## src/rtl/eth_hdr_prepend.sv

```systemverilog
// Prepends a 14-byte Ethernet header to an AXI-Stream IP packet, re-aligning payload bytes across beats.
// Optional frame counter on port pkt_count is built when ETH_HDR_PREPEND_STATS_EN is defined.
module eth_hdr_prepend #(
    parameter int C_DATA_WIDTH  = 256,
    parameter int C_TUSER_WIDTH = 128
) (
    input  logic                       axis_aclk,
    input  logic                       axis_resetn,
    input  logic [111:0]               eth_hdr,
    input  logic                       hdr_valid,
    output logic                       hdr_ready,
    input  logic [C_DATA_WIDTH-1:0]    s_axis_tdata,
    input  logic [C_DATA_WIDTH/8-1:0]  s_axis_tkeep,
    input  logic [C_TUSER_WIDTH-1:0]   s_axis_tuser,
    input  logic                       s_axis_tvalid,
    output logic                       s_axis_tready,
    input  logic                       s_axis_tlast,
    output logic [C_DATA_WIDTH-1:0]    m_axis_tdata,
    output logic [C_DATA_WIDTH/8-1:0]  m_axis_tkeep,
    output logic [C_TUSER_WIDTH-1:0]   m_axis_tuser,
    output logic                       m_axis_tvalid,
    input  logic                       m_axis_tready,
    output logic                       m_axis_tlast
`ifdef ETH_HDR_PREPEND_STATS_EN
    ,
    output logic [31:0]                pkt_count
`endif
);

    localparam int W  = C_DATA_WIDTH / 8;
    localparam int HB = 14;
    localparam int HW = HB * 8;

    typedef enum logic [1:0] {
        ST_IDLE = 2'd0,
        ST_BODY = 2'd1,
        ST_TAIL = 2'd2
    } state_e;

    function automatic logic [C_DATA_WIDTH-1:0] mask_bytes(
        input logic [C_DATA_WIDTH-1:0] data,
        input logic [W-1:0]            keep
    );
        logic [C_DATA_WIDTH-1:0] res;
        res = '0;
        for (int i = 0; i < W; i++) begin
            res[8*i +: 8] = keep[i] ? data[8*i +: 8] : 8'h00;
        end
        return res;
    endfunction

    state_e                   state_q, state_d;
    logic [HW-1:0]            carry_q, carry_d;
    logic [W-1:0]             tail_keep_q, tail_keep_d;
    logic [C_DATA_WIDTH-1:0]  m_tdata_q, m_tdata_d;
    logic [W-1:0]             m_tkeep_q, m_tkeep_d;
    logic [C_TUSER_WIDTH-1:0] m_tuser_q, m_tuser_d;
    logic                     m_tvalid_q, m_tvalid_d;
    logic                     m_tlast_q, m_tlast_d;

    logic                     loadable_s;
    logic                     s_tready_s;
    logic                     accept_s;
    logic                     long_last_s;
    logic [C_DATA_WIDTH-1:0]  in_data_s;

    // Handshake decode: input is only taken when the output register can take the resulting beat
    always_comb begin
        loadable_s  = ~m_tvalid_q | m_axis_tready;
        s_tready_s  = axis_resetn & loadable_s & (state_q != ST_TAIL)
                      & ((state_q != ST_IDLE) | hdr_valid);
        accept_s    = s_tready_s & s_axis_tvalid;
        long_last_s = s_axis_tkeep[W-HB];
        in_data_s   = mask_bytes(s_axis_tdata, s_axis_tkeep);
    end

    assign s_axis_tready = s_tready_s;
    assign hdr_ready     = accept_s & (state_q == ST_IDLE);
    assign m_axis_tdata  = m_tdata_q;
    assign m_axis_tkeep  = m_tkeep_q;
    assign m_axis_tuser  = m_tuser_q;
    assign m_axis_tvalid = m_tvalid_q;
    assign m_axis_tlast  = m_tlast_q;

    // Next-state and output-register computation for the framing FSM
    always_comb begin
        state_d     = state_q;
        carry_d     = carry_q;
        tail_keep_d = tail_keep_q;
        m_tdata_d   = m_tdata_q;
        m_tkeep_d   = m_tkeep_q;
        m_tuser_d   = m_tuser_q;
        m_tvalid_d  = m_tvalid_q;
        m_tlast_d   = m_tlast_q;
        if (loadable_s) begin
            m_tvalid_d = 1'b0;
            case (state_q)
                ST_IDLE, ST_BODY: begin
                    if (accept_s) begin
                        m_tvalid_d = 1'b1;
                        carry_d    = in_data_s[C_DATA_WIDTH-1 -: HW];
                        if (state_q == ST_IDLE) begin
                            m_tdata_d        = {in_data_s[C_DATA_WIDTH-HW-1:0], eth_hdr};
                            m_tuser_d        = s_axis_tuser;
                            m_tuser_d[15:0]  = s_axis_tuser[15:0] + 16'd14;
                        end else begin
                            m_tdata_d = {in_data_s[C_DATA_WIDTH-HW-1:0], carry_q};
                            m_tuser_d = '0;
                        end
                        // The 14 carried bytes overflow into an extra beat only if the last beat is long
                        if (s_axis_tlast && long_last_s) begin
                            m_tkeep_d   = '1;
                            m_tlast_d   = 1'b0;
                            tail_keep_d = {{(W-HB){1'b0}}, s_axis_tkeep[W-1 -: HB]};
                            state_d     = ST_TAIL;
                        end else if (s_axis_tlast) begin
                            m_tkeep_d = {s_axis_tkeep[W-HB-1:0], {HB{1'b1}}};
                            m_tlast_d = 1'b1;
                            state_d   = ST_IDLE;
                        end else begin
                            m_tkeep_d = '1;
                            m_tlast_d = 1'b0;
                            state_d   = ST_BODY;
                        end
                    end else begin
                        state_d = state_q;
                    end
                end
                ST_TAIL: begin
                    m_tvalid_d = 1'b1;
                    m_tdata_d  = {{(C_DATA_WIDTH-HW){1'b0}}, carry_q};
                    m_tkeep_d  = tail_keep_q;
                    m_tuser_d  = '0;
                    m_tlast_d  = 1'b1;
                    state_d    = ST_IDLE;
                end
                default: begin
                    state_d = ST_IDLE;
                end
            endcase
        end else begin
            m_tvalid_d = m_tvalid_q;
        end
    end

    // State, carry and output register
    always_ff @(posedge axis_aclk or negedge axis_resetn) begin
        if (!axis_resetn) begin
            state_q     <= ST_IDLE;
            carry_q     <= '0;
            tail_keep_q <= '0;
            m_tdata_q   <= '0;
            m_tkeep_q   <= '0;
            m_tuser_q   <= '0;
            m_tvalid_q  <= 1'b0;
            m_tlast_q   <= 1'b0;
        end else begin
            state_q     <= state_d;
            carry_q     <= carry_d;
            tail_keep_q <= tail_keep_d;
            m_tdata_q   <= m_tdata_d;
            m_tkeep_q   <= m_tkeep_d;
            m_tuser_q   <= m_tuser_d;
            m_tvalid_q  <= m_tvalid_d;
            m_tlast_q   <= m_tlast_d;
        end
    end

`ifdef ETH_HDR_PREPEND_STATS_EN
    logic [31:0] pkt_count_q, pkt_count_d;

    // Count frames whose final beat is handed downstream
    always_comb begin
        if (m_tvalid_q && m_axis_tready && m_tlast_q) begin
            pkt_count_d = pkt_count_q + 32'd1;
        end else begin
            pkt_count_d = pkt_count_q;
        end
    end

    // Frame counter register
    always_ff @(posedge axis_aclk or negedge axis_resetn) begin
        if (!axis_resetn) begin
            pkt_count_q <= 32'd0;
        end else begin
            pkt_count_q <= pkt_count_d;
        end
    end

    assign pkt_count = pkt_count_q;
`endif

endmodule

```

## config.mk

```make
export PLATFORM = sky130hd
export DESIGN_NAME = eth_hdr_prepend
export DESIGN_NICKNAME = d
export VERILOG_FILES = /design/src/rtl/eth_hdr_prepend.sv
export SDC_FILE = /design/constraint.sdc
export NUM_CORES = 1
export LEC_CHECK = 0
export ABC_AREA = 1
export CELL_PAD_IN_SITES_DETAIL_PLACEMENT = 0
export CELL_PAD_IN_SITES_GLOBAL_PLACEMENT = 1
export CORE_AREA = 2 2 372 374
export DETAILED_ROUTE_END_ITERATION = 10
export DIE_AREA = 0 0 374 376
export GPL_TIMING_DRIVEN = 1
export PLACE_DENSITY = 0.5
export SLEW_MARGIN = 10
export SYNTH_ARGS = -nofsm -noshare
export SYNTH_HDL_FRONTEND = slang
export SYNTH_SLANG_ARGS = --single-unit
```

## constraint.sdc

```tcl
create_clock -name axis_aclk -period 1.93 [get_ports axis_aclk]
set_clock_uncertainty 0.05 [all_clocks]
set_input_delay 0.386 -clock axis_aclk [delete_from_list [all_inputs] [get_ports axis_aclk]]
set_output_delay 0.386 -clock axis_aclk [all_outputs]
set_load 0.05 [all_outputs]
```

==> impl_metrics.py <==
metrics = {
    "logic_synthesis": {
        "synthFlopType": "dfrtp_1",
        "synth_edf_count": 0,
        "yosysSeqAreaShare_pct": 55.1,
        "ys_ff_latch": 546,
        "async_flop_share_pct": 100,
        "yosysMostFrequentCell": "nand2_1",
        "yosys_warnings": 0,
        "yosysTopAreaCell": "dfrtp_1",
        "synth_area_leaders": "dfrtp_1, nand2_1, nand3_1, buf_2, nor2_1",
        "synthesis.nets": 3752,
        "synth_cells": 3217,
        "synth_common_cells": "nand2_1, dfrtp_1, nand3_1, nor2_1, buf_2",
        "synth_top_area_share_pct": 55.1,
        "netlist_area_um2": 24800,
        "synth_cell_types": 27,
        "syn_avg_cell_area_um2": 7.70,
    },
    "clocking": {
        "cts.clk_slew.worst_paths_ps": 60,
        "htreeDepth": 3,
        "cts_tree": "done",
        "clock_sinks": 546,
        "cts_buffers": 74,
        "ctsLongestPathBuffers": 3,
        "cts_root_buf": "clkbuf_16",
        "clk_latency_ps": 650,
    },
    "placed_design": {
        "placed_cells": 5923,
        "place_ws_ps": -406,
        "gp_congestion": 0.833,
        "hpwl_um": 96900,
        "numPortBuffers": 953,
        "dpl_cell_area_um2": 36800,
    },
    "pwr": {
        "p_seq_share_pct": 29.8,
        "max-vdd-ir-drop_v": 0.000754,
        "power_switching_mw": 27.2,
        "clockPowerShare_pct": 24.3,
        "intPower_mw": 32.2,
        "power.total_mw": 59.4,
        "p_comb_share_pct": 45.9,
        "p_sw_share_pct": 45.8,
        "power_density_nw_per_um2": 1500,
        "p_leak_nw": 20.1,
    },
    "die": {
        "core_um2": 137000,
        "die_y_um": 376,
        "initial_core_util_pct": 18.1,
        "die_x_um": 374,
        "fp.dieArea_um2": 141000,
        "ioPinCount": 954,
        "row_count": 136,
    },
    "timing": {
        "relSlewSlack_pct": 43.6,
        "finalCriticalPeriod_ps": 2180,
        "rsz0062_at_grt": "yes",
        "fin_hold_ws_ps": -4.83,
        "fmax_ghz": 0.459,
        "fin_crit_sh_pct": 113,
        "setup_slack_ps": -251,
        "setup_violations": 2,
        "hold_viol_final": 1,
        "slew_violations": 0,
        "setup_tns_ps": -439,
        "worstMarginPinSlew_ps": 845,
    },
    "global_routing": {
        "antenna_found_initial": 32,
        "grt_pass1_wl_um": 184000,
        "grt_max_degree": 130,
        "gr-total-overflow": 0,
        "grt_pass1_vias": 25500,
        "grt_usage_pct": 17.8,
    },
    "setup_path": {
        "required_ps": 1490,
        "r2r_slack_ps": 110,
        "rr_startpoint": "state_q[0]",
        "cp_max_fo": 5,
        "end_kind": "output pin",
        "setup.worst_path.class": "register to output pin",
        "start_kind": "register",
        "crit_arrival_ps": 1740,
        "r2r-end": "m_axis_tuser[10]",
        "reg2reg_depth": 8,
    },
    "cells_and_area": {
        "utilization_pct": 28.9,
        "area_delta_synth_final_pct": 59.6,
        "final_cells": 6086,
        "final_nets": 4749,
        "drive_gt1_share_pct": 18.1,
        "multi_input_area_um2": 9830,
        "fin_area_um2": 39500,
        "regArea_um2": 13700,
        "n_fill_cell": 14900,
    },
    "routing": {
        "drc": 0,
        "drtPass1Iterations": 5,
        "antenna_left": 0,
        "wl_um": 129000,
        "wire_per_inst_um": 21.2,
        "vias": 24900,
        "avgViaCountPerCell": 4.10,
        "dr.first_iter.drc_count": 1446,
    },
    "min_path": {
        "hp-class": "primary input to async pin",
    },
    "outcome": {
        "outcome": "finished, violations left",
        "violations": "negative hold slack, negative setup slack",
    },
    "run": {
        "cap_violations": 0,
    },
}
## metal layers
| metal | vias up | track usage [%] | part of all wire, % | wire, µm |
|---|---|---|---|---|
| met4 | 16 | 5.92 | 2.6 | 3330 |
| met5 | - | 0 | 0.077 | 100 |
| met2 | 653 | 29.7 | 49 | 63200 |
| met1 | 12000 | 22.1 | 42 | 54500 |
| met3 | 147 | 4.97 | 6.3 | 8200 |
| li1 | 12100 | - | - | - |
## registers in the layout, summed over array words and instances (netlist names)
register,flops
state_q,2
carry_q,112
m_axis_tlast,1
m_axis_tdata,256
m_axis_tvalid,1
m_axis_tkeep,32
tail_keep_q,14
m_axis_tuser,128
## how the worst max path moves through the flow
stage | end | slack (ps) | start
final | hdr_ready | -250 | state_q[1]
after global routing | hdr_ready | -360 | m_axis_tvalid
after CTS | hdr_ready | -350 | m_axis_tvalid
after detailed placement | m_axis_tuser[15] | -410 | s_axis_tuser[1]
after global placement | m_axis_tuser[15] | -420 | s_axis_tuser[1]
after floorplan | tail_keep_q[10] | 100 | m_axis_tvalid
## logic make-up (layout without fill, tap and decap cells)
kind of cell | after synthesis | after routing | share of synthesized area [%]
adders and majority gates | 1 | 1 | 0.0505
other | 0 | 23 | 0
DFF | 546 | 546 | 55.1
buffers and inverters | 301 | 1353 | 5.52
and+or+nand+nor | 2223 | 2223 | 36.1
AOI/OAI and AO/OA | 146 | 146 | 3.15
## critical path: stages (launching register included)
cell     delay [ps]
dfrtp_1         390
inv_2            60
buf_4           150
nand2_8          90
nor2_4          140
buf_12          130
buf_12          130
## layout make-up
type | instances | share of cell area (%)
Tap cell | 1794 | 5.68
Sequential cell | 546 | 34.6
Clock buffer | 112 | 5.61
Antenna cell | 23 | 0.146
Timing Repair Buffer | 1162 | 27.8
Multi-Input combinational cell | 2370 | 24.9
Clock inverter | 19 | 0.740
Inverter | 60 | 0.595
## cells in the final DEF (no fill, tap or decap), types with 2 or more instances in the layout
| cell | count |
|---|---|
| buf_12 | 67 |
| diode_2 | 23 |
| clkbuf_1 | 19 |
| clkinv_2 | 8 |
| clkbuf_16 | 78 |
| o21ai_0 | 116 |
| buf_4 | 542 |
| dlygate4sd3_1 | 2 |
| nand2_4 | 2 |
| dfrtp_2 | 2 |
| clkdlybuf4s15_2 | 15 |
| o21bai_1 | 2 |
| inv_4 | 2 |
| or2_2 | 14 |
| o21ai_1 | 6 |
| inv_1 | 55 |
| nor2_1 | 169 |
| nand2_2 | 3 |
| inv_6 | 4 |
| clkdlybuf4s50_1 | 531 |
| a21oi_1 | 3 |
| nand3_1 | 433 |
| dfrtp_1 | 544 |
| bufinv_16 | 6 |
| nand2_1 | 1593 |
| clkbuf_8 | 16 |
| o31ai_1 | 17 |
## power by group through the flow
stage / Combinational (mW) / Clock [mW] / Sequential [mW]
2_1_floorplan: 5.33 / 0 / 28.7
3_3_place_gp: 27.6 / 0 / 17.8
3_5_place_dp: 27.6 / 0 / 17.8
4_1_cts: 27.7 / 14.9 / 17.7
5_1_grt: 28.9 / 15.4 / 18.2
6_report: 27.3 / 14.5 / 17.7
## repair_timing
| item | 4_1_cts | 5_1_grt |
|---|---|---|
| hold buffers | 2 | 0 |
| hold endpoints to repair | 2 | 0 |
| pin swaps | 3 | 2 |
| setup endpoints to repair | 18 | 28 |
| cloned | 0 | 1 |
| gates resized for setup | 51 | 6 |
| setup buffers | 5 | 1 |
(Power assumes the default switching activity.)
